### src/rtl/spi_controller_if.sv
// Host-side request and serial-line bundle for spi_controller.
// master is the controller's view; slave is the requesting host's view.
interface spi_controller_if;
  localparam int unsigned ADDR_W = 7;
  localparam int unsigned DATA_W = 8;

  logic              start;
  logic              write;
  logic [ADDR_W-1:0] addr;
  logic [DATA_W-1:0] wdata;
  logic              SCLK;
  logic              COPI;
  logic              nCS;
  logic              busy;
  logic              done;

  modport master (
    input  start, write, addr, wdata,
    output SCLK, COPI, nCS, busy, done
  );

  modport slave (
    output start, write, addr, wdata,
    input  SCLK, COPI, nCS, busy, done
  );
endinterface

### src/rtl/spi_controller.sv
// Write-only SPI controller: shifts a 16-bit {write, addr, wdata} frame MSB first,
// mode-0 timing, then holds nCS low one half-period and enforces an nCS-high gap.
module spi_controller #(
  parameter int unsigned CLK_DIV    = 4,
  parameter int unsigned GAP_CYCLES = 16
) (
  input  logic              clk,
  input  logic              rst_n,
  spi_controller_if.master  bus
);
  localparam int unsigned FRAME_W = 16;
  localparam int unsigned CNT_W   = 8;
  localparam int unsigned BIT_W   = 4;

  localparam logic [CNT_W-1:0] DIV_RELOAD = CNT_W'(CLK_DIV - 1);
  localparam logic [CNT_W-1:0] GAP_RELOAD = CNT_W'(GAP_CYCLES - 1);
  localparam logic [BIT_W-1:0] LAST_BIT   = BIT_W'(FRAME_W - 1);

  typedef enum logic [2:0] {
    IDLE     = 3'd0,
    SHIFT_LO = 3'd1,
    SHIFT_HI = 3'd2,
    HOLD     = 3'd3,
    GAP      = 3'd4
  } state_t;

  state_t             state_q, state_n;
  logic [FRAME_W-1:0] shreg_q, shreg_n;
  logic [CNT_W-1:0]   div_q,   div_n;
  logic [BIT_W-1:0]   bit_q,   bit_n;
  logic               sclk_q,  sclk_n;
  logic               ncs_q,   ncs_n;
  logic               busy_q,  busy_n;
  logic               done_q,  done_n;

  // COPI is the shift register MSB; the register is fully emptied by the time HOLD starts
  assign bus.COPI = shreg_q[FRAME_W-1];
  assign bus.SCLK = sclk_q;
  assign bus.nCS  = ncs_q;
  assign bus.busy = busy_q;
  assign bus.done = done_q;

  always_ff @(posedge clk) begin
    if (!rst_n) begin
      state_q <= IDLE;
      shreg_q <= '0;
      div_q   <= '0;
      bit_q   <= '0;
      sclk_q  <= 1'b0;
      ncs_q   <= 1'b1;
      busy_q  <= 1'b0;
      done_q  <= 1'b0;
    end else begin
      state_q <= state_n;
      shreg_q <= shreg_n;
      div_q   <= div_n;
      bit_q   <= bit_n;
      sclk_q  <= sclk_n;
      ncs_q   <= ncs_n;
      busy_q  <= busy_n;
      done_q  <= done_n;
    end
  end

  // Next-state and next-output logic; every output flop is loaded from here
  always_comb begin
    state_n = state_q;
    shreg_n = shreg_q;
    div_n   = div_q;
    bit_n   = bit_q;
    sclk_n  = sclk_q;
    ncs_n   = ncs_q;
    busy_n  = busy_q;
    done_n  = 1'b0;

    unique case (state_q)
      IDLE: begin
        if (bus.start) begin
          state_n = SHIFT_LO;
          shreg_n = {bus.write, bus.addr, bus.wdata};
          div_n   = DIV_RELOAD;
          bit_n   = '0;
          sclk_n  = 1'b0;
          ncs_n   = 1'b0;
          busy_n  = 1'b1;
        end
      end

      SHIFT_LO: begin
        if (div_q == '0) begin
          state_n = SHIFT_HI;
          sclk_n  = 1'b1;
          div_n   = DIV_RELOAD;
        end else begin
          div_n = div_q - CNT_W'(1);
        end
      end

      SHIFT_HI: begin
        if (div_q == '0) begin
          // shifting on the falling edge presents the next bit at the start of its low phase
          shreg_n = {shreg_q[FRAME_W-2:0], 1'b0};
          sclk_n  = 1'b0;
          div_n   = DIV_RELOAD;
          if (bit_q == LAST_BIT) begin
            state_n = HOLD;
          end else begin
            state_n = SHIFT_LO;
            bit_n   = bit_q + BIT_W'(1);
          end
        end else begin
          div_n = div_q - CNT_W'(1);
        end
      end

      HOLD: begin
        if (div_q == '0) begin
          state_n = GAP;
          ncs_n   = 1'b1;
          div_n   = GAP_RELOAD;
        end else begin
          div_n = div_q - CNT_W'(1);
        end
      end

      GAP: begin
        if (div_q == '0) begin
          state_n = IDLE;
          busy_n  = 1'b0;
          done_n  = 1'b1;
          bit_n   = '0;
        end else begin
          div_n = div_q - CNT_W'(1);
        end
      end

      default: begin
        state_n = IDLE;
        shreg_n = '0;
        div_n   = '0;
        bit_n   = '0;
        sclk_n  = 1'b0;
        ncs_n   = 1'b1;
        busy_n  = 1'b0;
      end
    endcase
  end
endmodule

### src/flat_wrapper.sv
// flat-port wrapper written by rule: the top's interface ports become plain ports
module spi_controller_flat 
#(
  parameter int unsigned CLK_DIV    = 4,
  parameter int unsigned GAP_CYCLES = 16
)
  (clk, rst_n, bus_start, bus_write, bus_addr, bus_wdata, bus_SCLK, bus_COPI, bus_nCS, bus_busy, bus_done);
  spi_controller_if bus_i ();
  input  logic clk;
  input  logic rst_n;
  input wire logic [$bits(bus_i.start)-1:0] bus_start;
  input wire logic [$bits(bus_i.write)-1:0] bus_write;
  input wire logic [$bits(bus_i.addr)-1:0] bus_addr;
  input wire logic [$bits(bus_i.wdata)-1:0] bus_wdata;
  output wire logic [$bits(bus_i.SCLK)-1:0] bus_SCLK;
  output wire logic [$bits(bus_i.COPI)-1:0] bus_COPI;
  output wire logic [$bits(bus_i.nCS)-1:0] bus_nCS;
  output wire logic [$bits(bus_i.busy)-1:0] bus_busy;
  output wire logic [$bits(bus_i.done)-1:0] bus_done;
  assign bus_i.start = bus_start;
  assign bus_i.write = bus_write;
  assign bus_i.addr = bus_addr;
  assign bus_i.wdata = bus_wdata;
  assign bus_SCLK = bus_i.SCLK;
  assign bus_COPI = bus_i.COPI;
  assign bus_nCS = bus_i.nCS;
  assign bus_busy = bus_i.busy;
  assign bus_done = bus_i.done;
  spi_controller #(.CLK_DIV(CLK_DIV), .GAP_CYCLES(GAP_CYCLES)) u_core (.clk(clk), .rst_n(rst_n), .bus(bus_i));
endmodule
### config.mk
export PLATFORM = sky130hd
export DESIGN_NAME = spi_controller_flat
export DESIGN_NICKNAME = d
export VERILOG_FILES = /design/src/rtl/spi_controller_if.sv /design/src/rtl/spi_controller.sv /design/src/flat_wrapper.sv
export SDC_FILE = /design/constraint.sdc
export NUM_CORES = 1
export LEC_CHECK = 0
export ABC_AREA = 0
export CAP_MARGIN = 20
export CORE_UTILIZATION = 40
export CTS_BUF_LIST = sky130_fd_sc_hd__clkbuf_4
export CTS_CLUSTER_SIZE = 14
export DETAILED_ROUTE_END_ITERATION = 7
export GPL_TIMING_DRIVEN = 1
export PLACE_DENSITY = 0.7
export SLEW_MARGIN = 0
export SYNTH_ARGS = -nofsm -noshare
export SYNTH_HDL_FRONTEND = slang
export SYNTH_SLANG_ARGS = --single-unit
### constraint.sdc
create_clock -name clk -period 3.16 [get_ports clk]
set_clock_uncertainty 0.2 [all_clocks]
set_input_delay 0.632 -clock clk [delete_from_list [all_inputs] [get_ports clk]]
set_output_delay 0.632 -clock clk [all_outputs]
set_load 0.02 [all_outputs]
Word-level counts from Yosys, hierarchy flattened

Index checks and enable logic that the tools add are counted.

Flip-flop bits (word level): 35
Output and inout bits: 5
Bits of input ports: 19
Word-level logic and storage cells: 71

Equal/unequal tests: 12
Multiplexer cells: 28
Bitwise logic cells: 5
Add/subtract/negate cells: 2
Reductions and logical operators: 16

Operator list:

| kind                                              | count |
|---|---|
| case mux 16 bit (3 select lines)                  | 1 |
| 2-to-1 mux 16 bit                                 | 2 |
| 2-to-1 mux 8 bit                                  | 4 |
| case mux 8 bit (4 select lines)                   | 1 |
| 2-to-1 mux 4 bit                                  | 4 |
| case mux 4 bit (4 select lines)                   | 1 |
| 2-to-1 mux 3 bit                                  | 5 |
| case mux 3 bit (5 select lines)                   | 1 |
| AND reduction 5 bit                               | 2 |
| AND reduction 3 bit                               | 3 |
| OR reduction 3 bit                                | 3 |
| logical NOT 8 bit                                 | 1 |
| != test 2 x 1 -> 1 bit (second input constant)    | 4 |
| subtractor 8 x 1 -> 8 bit (second input constant) | 1 |
| == test 3 x 2 -> 1 bit (second input constant)    | 2 |
| != test 2 bit (second input constant)             | 3 |
| case mux 1 bit (3 select lines)                   | 2 |
| OR reduction 2 bit                                | 3 |
| 2-to-1 mux 1 bit                                  | 5 |
| NOT 1 bit                                         | 5 |
| adder 4 x 1 -> 4 bit (second input constant)      | 1 |
| == test 4 bit (second input constant)             | 1 |
| case mux 1 bit (4 select lines)                   | 1 |
| AND reduction 2 bit                               | 2 |
| other kinds (5)                                   | 5 |

Longest topological paths before layout

Depth in word-level cells: 4
Depth in mapped cells: 7
Mapped depth without buffers: 6

Worst setup path after synthesis

OpenSTA, ideal clock, no wires.

Path kind: reg-to-reg
From: register u_core.div_q[0]
To: register u_core.div_q[5]
Data required time: 2886 ps
Arrival: 1567 ps
Library setup time: 74 ps
Clock period less this slack: 1841 ps
Stages on the path, launching flop included: 7
Setup slack: 1319 ps
Path through: dfxtp_1 > inv_1 > ha_1 > nor4b_4 > and2_1 > or4_1 > a31oi_1

Longest elaborated chain between the ends: 3

Ends and longest elaborated chain:

| item                                                                          | line                  | source |
|---|---|---|
| from (decl)                                                                   | spi_controller.sv:29  | `logic [CNT_W-1:0] div_q, div_n;` |
| from (signal assigned)                                                        | spi_controller.sv:56  | `div_q <= div_n;` |
| subtractor 8 x 1 -> 8 bit / logical NOT 8 bit (equally long branches)         | -                     |  |
| 2-to-1 mux 8 bit (tied with other cells)                                      | spi_controller.sv:127 | `if (div_q == '0) begin` |
| case mux 8 bit (4 select lines) / AND reduction 2 bit (equally long branches) | -                     |  |

Parallel ways exist; a longest one is shown, timed or not. The select of a mux whose other input is x is not followed.
A chain may end at the register's enable or synchronous reset.

Worst setup path after layout

From: register u_core.div_q[0]
To: register u_core.state_q[0]

Longest elaborated chain between the ends: 3

Ends and longest elaborated chain:

| item                                     | line                 | source |
|---|---|---|
| logical NOT 8 bit (*)                    | -                    |  |
| != test 2 x 1 -> 1 bit (no source line)  | -                    |  |
| AND reduction 5 bit (no source line) (*) | -                    |  |
| to (signal assigned)                     | spi_controller.sv:54 | `state_q <= state_n;` |
| to (decl)                                | spi_controller.sv:27 | `state_t state_q, state_n;` |

Mark *: on every way between the ends. The rest lies on a longest branch, timed or not.

==> results_dict.tcl <==
set metrics [dict create \
    placedCellCount 280 \
    cts_buffer_depth 2 \
    ios 24 \
    drive_gt1_share_pct 14.0 \
    diodes 0 \
    first_iter_violations 225 \
    synth_top_area_share_pct 36.2 \
    io_buffers 23 \
    cts_made_buffers 5 \
    p_switching_uw 859 \
    place_hpwl_um 2800 \
    total_power_mw 1.94 \
    ys_seq_elements 35 \
    cp_slowest_cell "nor4b_4" \
    r2r-start "u_core.div_q[0]" \
    power_frac_comb_pct 48.9 \
    wl_per_cell_um 14.2 \
    place_area_sq_mm 0.00218 \
    synth.cell_area_sq_mm 0.00194 \
    grt_pass1_wl_um 7240 \
    slew_violations 0 \
    avgSynthCellArea_sq_um 9.09 \
    power_frac_seq_pct 37.8 \
    setup_slack_ns 0.705 \
    peakVddDrop_mv 0.392 \
    max_freq_mhz 407 \
    cp-start-kind "flip-flop" \
    core_sq_mm 0.00450 \
    required_ns 3.22 \
    cp_max_fo 13 \
    postCtsHoldBufs 0 \
    track_usage_pct 17.8 \
    cpPeakStageDelay_ns 0.51 \
    synth_top_area_cell "dfxtp_1" \
    post-route-period-util_pct 77.7 \
    ys_types 54 \
    tightest_slew_ns 0.908 \
    crit_type "flip-flop to flip-flop" \
    antenna_found_initial 0 \
    status "completed" \
    h-tree-depth 2 \
    grt_start_max_net_pins 25 \
    gr-total-overflow 0 \
    period_minus_slack_ns 2.46 \
    use_met1_pct 24.8 \
    layout_commonest_cell "dfxtp_1" \
    dieArea_sq_mm 0.00512 \
    synthFlopType "dfxtp_1" \
    area_delta_synth_final_pct 15.7 \
    yosysSeqAreaShare_pct 36.2 \
    synth_nets 234 \
    insertion_delay_ns 0.35 \
    gp_congestion 0.837 \
    cp.arrival_ns 2.51 \
    stdcell_area_sq_mm 0.00224 \
    cts_resized 0 \
    reg2reg_slack_ns 0.70 \
    final.setup.tns_ns 0 \
    dp_worst_setup_slack_ns 0.449 \
    crit_start "u_core.div_q[0]" \
    nets 256 \
    busiest_layer "met2" \
    fillers 452 \
    tritoncts "built" \
    detail-route-antenna-nets 0 \
    hold_class "flip-flop to flip-flop" \
    p_per_area_mw_per_mm2 866 \
    dr.pass1.iters 4 \
    setup_viol_count_final 0 \
    finalCoreUtilization_pct 49.8 \
    holdWs_ns 0.265 \
    crit_chain "inv_1 > ha_1 > nor4b_4 > and2_1 > nor3_1 > a2111oi_2" \
    grt_use_met2_pct 27.6 \
    cts-root-buf "clkbuf_4" \
    wirelength_um 4080 \
    grt_pass1_vias 1537 \
    num_vias 1670 \
    crit_path_end_kind "flip-flop" \
    swShare_pct 44.3 \
    num_rows 24 \
    yosysWarnings 0 \
    r2r_cells 6 \
    rsz0062_at_grt "false" \
    crit_cells 6 \
    die_h_um 71.6 \
    synth_area_leaders "dfxtp_1 36%, mux2i_1 8.3%, nand2_1 5.4%" \
    p_leak_nw 0.791 \
    max_slew_margin_pct 39.4 \
    dieWidth_um 71.6 \
    regToRegEndpoint "u_core.state_q[0]" \
    path_clk_slew_ns 0.12 \
    crit_family "simple AND/OR/NAND/NOR gates" \
    async_reset_ff_share_pct 0 \
    cts_sinks 35 \
    cap_violations 0 \
    critPathBufInv 1 \
    final_cell_mix "35 x dfxtp_1, 28 x nand2_1, 23 x clkdlybuf4s50_1, 16 x mux2i_1" \
    met3_usage_pct 4.36 \
    drc 0 \
    post_cts_buffers 0 \
    intPower_mw 1.08 \
    initial_utilization_pct 43.0 \
    finalHoldViolations 0 \
    via_per_inst 5.80 \
    clkPwrFrac_pct 13.2 \
    endpoint "u_core.state_q[0]" \
    synth_edf_count 0 \
    synthCells 213 \
    fin_cells 288 \
]
==> power groups by stage <==
stage	combinational [mW]	clock (mW)	sequential, mW
2_1_floorplan	0.839	0	0.664
3_3_place_gp	0.941	0	0.742
3_5_place_dp	0.944	0	0.739
4_1_cts	0.949	0.261	0.732
5_1_grt	1.05	0.281	0.759
6_report	0.949	0.257	0.734
==> worst min-delay path by stage <==
stage | start | endpoint | slack (ns) | cells past startpoint
2_1_floorplan | u_core.shreg_q[6] | u_core.shreg_q[6] | 0.23 | 1
3_3_place_gp | u_core.shreg_q[8] | u_core.shreg_q[8] | 0.24 | 2
3_5_place_dp | u_core.shreg_q[12] | u_core.shreg_q[12] | 0.25 | 2
4_1_cts | u_core.shreg_q[12] | u_core.shreg_q[12] | 0.27 | 2
5_1_grt | u_core.shreg_q[1] | u_core.shreg_q[1] | 0.30 | 1
6_report | u_core.shreg_q[11] | u_core.shreg_q[11] | 0.26 | 2
==> synthesized netlist by cell type (5+ instances only) <==
master,count
a21oi_1,8
dfxtp_1,35
a31oi_1,6
o2bb2ai_1,6
buf_2,5
nand2b_1,5
nand2_1,28
o21ai_0,8
mux2i_1,16
mux2_2,9
nor3_1,5
nand3_1,9
nor2_1,6
==> cell families after synthesis <==
family	Yosys count	synth area share (%)
adders and majority gates	2	1.29
and+or+nand+nor	81	24.4
AOI/OAI and AO/OA	52	19.3
buffers and inverters	18	5.43
muxes	25	13.5
DFF	35	36.2
==> area by class of cell <==
cell class              instances  area [sq um]  area share (%)
clock inverters                 3          20.0           0.893
multi-input cells             160          1130            50.5
clock buffers                   5          37.5            1.68
repair buffers                 28           268            11.9
flip-flops and latches         35           701            31.3
inverters                       5          18.8           0.838
well taps                      52          65.1            2.90
==> sequential cells by signal (all words and copies together), names as in the netlist <==
name             flops
u_core.state_q       3
u_core.div_q         8
u_core.bus.done      1
u_core.bus.nCS       1
u_core.shreg_q      16
u_core.bit_q         4
u_core.bus.busy      1
u_core.bus.SCLK      1
==> per-layer routing <==
layer	share of wire, %	up-vias
met1	49	788
li1	-	830
met5	0	-
met2	45	46
met3	4.5	6
met4	1.3	0
==> worst min-delay path: cells and delay by family (launching register included) <==
| family | cells | cell delay [ns] |
|---|---|---|
| DFF | 1 | 0.33 |
| muxes | 1 | 0.05 |
| and+or+nand+nor | 1 | 0.05 |
Power figures use the tool's default switching activity.
